===== config.mk =====
export PLATFORM = sky130hd
export DESIGN_NAME = param_register_file
export DESIGN_NICKNAME = d
export VERILOG_FILES = /design/src/rtl/param_register_file.sv
export SDC_FILE = /design/constraint.sdc
export NUM_CORES = 1
export LEC_CHECK = 0
export BUFFER_PORTS_ARGS = -buffer_cell sky130_fd_sc_hd__buf_2
export CORE_AREA = 2 2 225 227
export DETAILED_ROUTE_END_ITERATION = 7
export DIE_AREA = 0 0 227 229
export PLACE_DENSITY_LB_ADDON = 0.1
export SYNTH_ARGS = -nofsm -noshare
export SYNTH_HDL_FRONTEND = slang
export SYNTH_SLANG_ARGS = --single-unit
export TNS_END_PERCENT = 100

===== constraint.sdc =====
create_clock -name clk -period 2.1 [get_ports clk]
set_input_delay 0.105 -clock clk [delete_from_list [all_inputs] [get_ports clk]]
set_output_delay 0.105 -clock clk [all_outputs]
set_load 0.02 [all_outputs]

===== src/rtl/param_register_file.sv =====
// rtl/param_register_file.sv - register file with sticky hardware flags, atomic test-and-clear and wait-on-flag FSM
// Optional macro REGFILE_BYPASS_EN forwards port-B write data to same-cycle reads.
module param_register_file #(
  parameter int DATA_W    = 8,
  parameter int ADDR_W    = 5,
  parameter int FLAG_W    = 7,
  parameter int FLAG_EDGE = 0,
  parameter int BIT_W     = $clog2(DATA_W)
) (
  input  logic              clk,
  input  logic              reset,
  input  logic              enable,
  input  logic [ADDR_W-1:0] a_addr,
  output logic [DATA_W-1:0] a_data_out,
  input  logic [ADDR_W-1:0] b_addr,
  input  logic [DATA_W-1:0] b_data_in,
  input  logic              b_wr_enable,
  output logic [DATA_W-1:0] b_data_out,
  input  logic [FLAG_W-1:0] flag_inputs,
  input  logic              is_atc,
  input  logic [BIT_W-1:0]  atc_bit,
  output logic              atc_out,
  input  logic              wait_req,
  input  logic [BIT_W-1:0]  wait_bit,
  output logic              wait_busy,
  output logic              wait_ack,
  output logic [DATA_W-1:0] reg_gout,
  output logic [DATA_W-1:0] reg_dout,
  output logic [DATA_W-1:0] reg_flag
);

  localparam int DEPTH = 2 ** ADDR_W;
  localparam logic [ADDR_W-1:0] FLAG_ADDR = ADDR_W'(DEPTH - 1);
  localparam logic [ADDR_W-1:0] DOUT_ADDR = ADDR_W'(DEPTH - 2);
  localparam logic [ADDR_W-1:0] GOUT_ADDR = ADDR_W'(DEPTH - 3);

  typedef enum logic [1:0] {S_IDLE, S_WAIT, S_DONE} state_e;

  // FLAG lives in its own register; its array slot is never written and stays zero.
  logic [DATA_W-1:0] regs_q [DEPTH];
  logic [FLAG_W-1:0] flag_q, flag_d, hist_q;
  logic [FLAG_W-1:0] set_vec, atc_clr, fsm_clr;
  logic [DATA_W-1:0] flag_full;
  logic [BIT_W-1:0]  wbit_q;
  state_e            state_q;
  logic              wait_busy_q, wait_ack_q;
  logic              wr_en, atc_fire, wait_hit;

  function automatic logic bit_ok(input logic [BIT_W-1:0] b);
    return {1'b0, b} < (BIT_W + 1)'(DATA_W);
  endfunction

  always_comb begin
    flag_full = '0;
    flag_full[FLAG_W-1:0] = flag_q;
  end

  assign wr_en    = enable && b_wr_enable && (b_addr != FLAG_ADDR);
  assign atc_fire = enable && is_atc && bit_ok(atc_bit);
  assign atc_out  = is_atc && bit_ok(atc_bit) && flag_full[atc_bit];

  // A same-cycle ATC on the watched bit takes the event; the FSM keeps waiting.
  assign wait_hit = (state_q == S_WAIT) && bit_ok(wbit_q) && flag_full[wbit_q]
                    && !(atc_fire && (atc_bit == wbit_q));

  // Hardware sets are OR-ed in last so they win over any clear on the same bit.
  always_comb begin
    for (int i = 0; i < FLAG_W; i++) begin
      set_vec[i] = (FLAG_EDGE != 0) ? (flag_inputs[i] & ~hist_q[i]) : flag_inputs[i];
      atc_clr[i] = atc_fire && (atc_bit == BIT_W'(i));
      fsm_clr[i] = wait_hit && (wbit_q == BIT_W'(i));
    end
    flag_d = (flag_q & ~atc_clr & ~fsm_clr) | set_vec;
  end

  always_comb begin
    a_data_out = (a_addr == FLAG_ADDR) ? flag_full : regs_q[a_addr];
    b_data_out = (b_addr == FLAG_ADDR) ? flag_full : regs_q[b_addr];
`ifdef REGFILE_BYPASS_EN
    if (wr_en && (a_addr == b_addr)) a_data_out = b_data_in;
    if (wr_en) b_data_out = b_data_in;
`endif
  end

  always_ff @(posedge clk) begin
    if (reset) begin
      for (int i = 0; i < DEPTH; i++) regs_q[i] <= '0;
      flag_q      <= '0;
      hist_q      <= '0;
      wbit_q      <= '0;
      state_q     <= S_IDLE;
      wait_busy_q <= 1'b0;
      wait_ack_q  <= 1'b0;
    end else begin
      if (wr_en) regs_q[b_addr] <= b_data_in;
      flag_q <= flag_d;
      hist_q <= flag_inputs;
      case (state_q)
        S_IDLE: begin
          if (enable && wait_req) begin
            wbit_q      <= wait_bit;
            state_q     <= S_WAIT;
            wait_busy_q <= 1'b1;
          end
        end
        S_WAIT: begin
          if (wait_hit) begin
            state_q     <= S_DONE;
            wait_busy_q <= 1'b0;
            wait_ack_q  <= 1'b1;
          end
        end
        S_DONE: begin
          state_q    <= S_IDLE;
          wait_ack_q <= 1'b0;
        end
        default: begin
          state_q     <= S_IDLE;
          wait_busy_q <= 1'b0;
          wait_ack_q  <= 1'b0;
        end
      endcase
    end
  end

  assign wait_busy = wait_busy_q;
  assign wait_ack  = wait_ack_q;
  assign reg_gout  = regs_q[GOUT_ADDR];
  assign reg_dout  = regs_q[DOUT_ADDR];
  assign reg_flag  = flag_full;

endmodule


==> summary.md <==
| Metric | Value |
|---|---|
| Status | finished with violations |
| Failing checks | negative setup slack |
| Count of cell types in the netlist | 55 |
| Half-perimeter wire length after placement | roughly 42000 µm |
| Post-Synth Simple-Gate Area | around 18% |
| Final setup violation count | 16 |
| Power Density | around 740 nW/µm² |
| Cell family contributing the most delay on the critical path | multiplexers |
| Number of flops mapped to enable cells by yosys | about 250 |
| Dominant register cell in the synthesized netlist | edfxtp_1 |
| Post-DRT Antenna Nets | 0 |
| Final min period | 2.622 ns |
| Pin count of the biggest net entering global routing | 34 |
| Iteration count of the initial detailed-routing pass | 5 |
| Master cell of the clock root buffer | clkbuf_16 |
| H-tree depth | 1 |
| Leakage Power | approximately 6.9 nW |
| NumNets Final | about 1.4k |
| Cell with the largest stage delay on the worst path | mux4_2 |
| Fin area | between 15000 and 20000 µm² |
| Number of filler cells placed in the layout | around 5k |
| Max Clock Skew | 0.007300 ns |
| Slew Limit Headroom | ~37% |
| Residual DRC count | 0 |
| Placement-stage cell area | roughly 17000 µm² |
| Area of the core | about 50000 µm² |
| Leading cell types in the layout, fill and taps excluded | 253 x edfxtp_1, 251 x and2_1, 185 x buf_4 |
| Clock tree from TritonCTS | yes |
| Kind of start point of the critical path | flip-flop |
| IO buf count | about 80 |
| Dominant combinational cell family by area after synthesis | multiplexers |
| Via-per-instance ratio | 5.166 |
| Arrival time reported for the critical path endpoint | about 2.5 ns |
| Total I/O pin count | 80 |
| Share of post-route cells with drive strength above 1 | 37.87% |
| Starting density of the core | between 20% and 30% |
| Worst-skew pair later-pin latency | 0.58 ns |
| Seq cells post-synth | around 270 |
| Number of buffers on the longest clock path | 3 |
| Final critical-path share of the clock period | 124.8% |
| Detailed-route via count | 10.65k |
| Total congestion overflow | 0 |
| Top fanout value on the critical path | 2 |
| Delay of the slowest cell on the worst path | between 0.5 and 0.6 ns |
| Synthesis-to-finish area growth | 27.70% |
| Die Height | between 200 and 250 µm |
| Synth Cell Area | 14770 µm² |
| Post-route worst setup slack | -0.5215 ns |
| Worst min-delay path class | primary input to flip-flop |
| Xor and xnor fraction of the mapped netlist area | less than 1% |
| Type of destination of the critical path | output port |
| CTS clk-pin slew, worst paths | roughly 0.060 ns |
| Number of global-route vias before repair | between 10k and 15k |
| Clk sink count | roughly 270 |
| Share of synthesized area occupied by flip-flops and latches | 53.34% |
| Gate count of the mapped netlist | approximately 1.1k |
| YS warnings | 0 |
| Number of buffers created by CTS | 31 |
| Die width | 227 µm |
| Number of antenna violations at the first check in global routing | 1 |
| GRT Total Usage | between 20% and 30% |
| Adder and majority gate portion of the synthesized area | 0% |
| Number of core rows | between 80 and 90 |
| Full die area | roughly 52000 µm² |
| Sum of routed wire length over all layers | 56810 µm |
| Antenna Cells | 0 |
| Mux contribution to synthesized area | 19.85% |
| Post-Place Setup Slack | -0.2095 ns |
| DRC violation total after the first TritonRoute iteration | roughly 960 |
| Most common cell after layout, fill and taps aside | edfxtp_1 |
| Worst path bufs/invs | 1 |
| Transition at the pin with the smallest max-transition slack | between 0.9 and 1 ns |
| Share of synthesized flip-flops with an asynchronous set or reset | 0% |
| Final Max Tran Viols | 0 |
| Wire length of the first global-routing pass | 80680 µm |
| Class of the most critical setup path | flip-flop to output port |
| Compound-cell area share of the yosys netlist | ~5.8% |
| Max Fclk | 381.5 MHz |
| Unrepaired setup endpoints after global routing | true |
| Syn_area_per_cell | approximately 13 µm² |
| Per-cell routed wire length | 27.56 µm |
| Worst endpoint required time | 2.00 ns |
| Placer congestion estimate | roughly 0.88 |
| Total of max-cap violations | 0 |
| Register-to-Register Setup Slack | 0.20 ns |
| Total power draw | between 10 and 15 mW |
| Worst IR drop on VDD | around 380 µV |
| Cell-by-cell trace of the critical path | mux4_2, mux2_4, and3_4, o32a_1, buf_6 |
| Number of failing hold endpoints at the final stage | 0 |
==> cells in the mapped netlist (all sizes together), types with 2 or more instances <==
cell type	count	area, µm²
o32a	3	30.03
nor4	7	43.79
o32ai	8	70.07
a211oi	6	45.04
a31oi	6	37.54
a32o	2	20.02
o21ai	26	130.1
o2111ai	8	70.07
or2	39	244.0
mux2	17	191.4
nor3	7	40.04
nand3b	2	15.01
mux4	95	2140
a22oi	11	82.58
clkbuf	54	202.7
buf	40	227.7
o22ai	14	87.58
edfxtp	253	7597
nand2b	7	43.79
and2	252	1577
and3	3	18.77
inv	3	11.26
nor3b	2	15.01
a41oi	2	17.52
nor2b	8	50.05
dfxtp	14	280.3
or3	3	18.77
nor2	68	255.2
nand3	20	100.1
a21boi	2	15.01
nand4	4	25.02
xor2	3	26.28
a32oi	2	17.52
o21ba	2	20.02
mux2i	60	600.6
o221ai	4	35.03
nand2	46	172.7
o311ai	3	26.28
a21oi	17	85.08
==> sequential cells by signal (all words and copies together), names as in the netlist <==
| name | cells |
|---|---|
| flag_q | 7 |
| regs_q | 253 |
| wait_ack | 1 |
| state_q | 2 |
| wbit_q | 3 |
| wait_busy | 1 |
==> worst min-delay path: stages <==
cell     delay (ns)
buf_2          0.17
or3_1          0.13
a31oi_1        0.09
nor2_1         0.07
==> where the power goes <==
group / total, mW / switching (mW) / internal [mW]
Combinational: 2.23 / 1.22 / 1.01
Sequential: 6.38 / 0.264 / 6.11
Clock: 5.43 / 2.24 / 3.19
Total: 14.0 / 3.72 / 10.3
==> routing by layer <==
metal	vias up	GRT usage (%)	wire length, µm
li1	4725	-	-
met1	5526	32.32	26290
met2	338	35.29	26760
met3	58	2.130	2793
met4	0	4.453	964
met5	-	0	0
==> cell families after synthesis <==
family | count (synthesis)
buf+inv | 97
simple gates | 470
mux | 172
xor+xnor | 3
other cells | 1
compound gates | 123
flops | 267
==> final timing paths <==
path            startpoint             to  depth (start not counted)
min reg2reg     state_q[0]      wait_busy                          1
max reg2reg      wbit_q[0]      wait_busy                          5
min             atc_bit[2]      flag_q[1]                          4
max          regs_q[22][6]  b_data_out[6]                          5
==> final cells by class <==
type	instances	area, µm²	share of cell area, %
clock buffers	41	813.3	4.312
clock inverters	15	178.9	0.9487
inverters	3	11.26	0.05971
multi-input cells	774	6820	36.16
flip-flops and latches	267	7880	41.78
well taps	672	840.8	4.458
repair buffers	289	2316	12.28
==> through the flow <==
stage	instances	hold WS, ns	utilization [%]	setup TNS, ns
2_1_floorplan	1138	0.2224	-	0
3_3_place_gp	1987	0.3162	34.73	-11.70
3_5_place_dp	1987	0.3244	34.73	-13.18
4_1_cts	2059	0.003442	37.83	-6.465
5_1_grt	2061	0.05233	37.98	-7.327
6_report	2061	0.01976	37.98	-6.249
==> repair_timing <==
action	in CTS	in global routing
hold endpoints to repair	14	0
endpoints found under the setup margin	16	17
hold buffers	12	0
buffers inserted	4	2
resized for setup	95	15
pin swaps	39	7
Note: power is estimated with default switching activity, not from simulation.
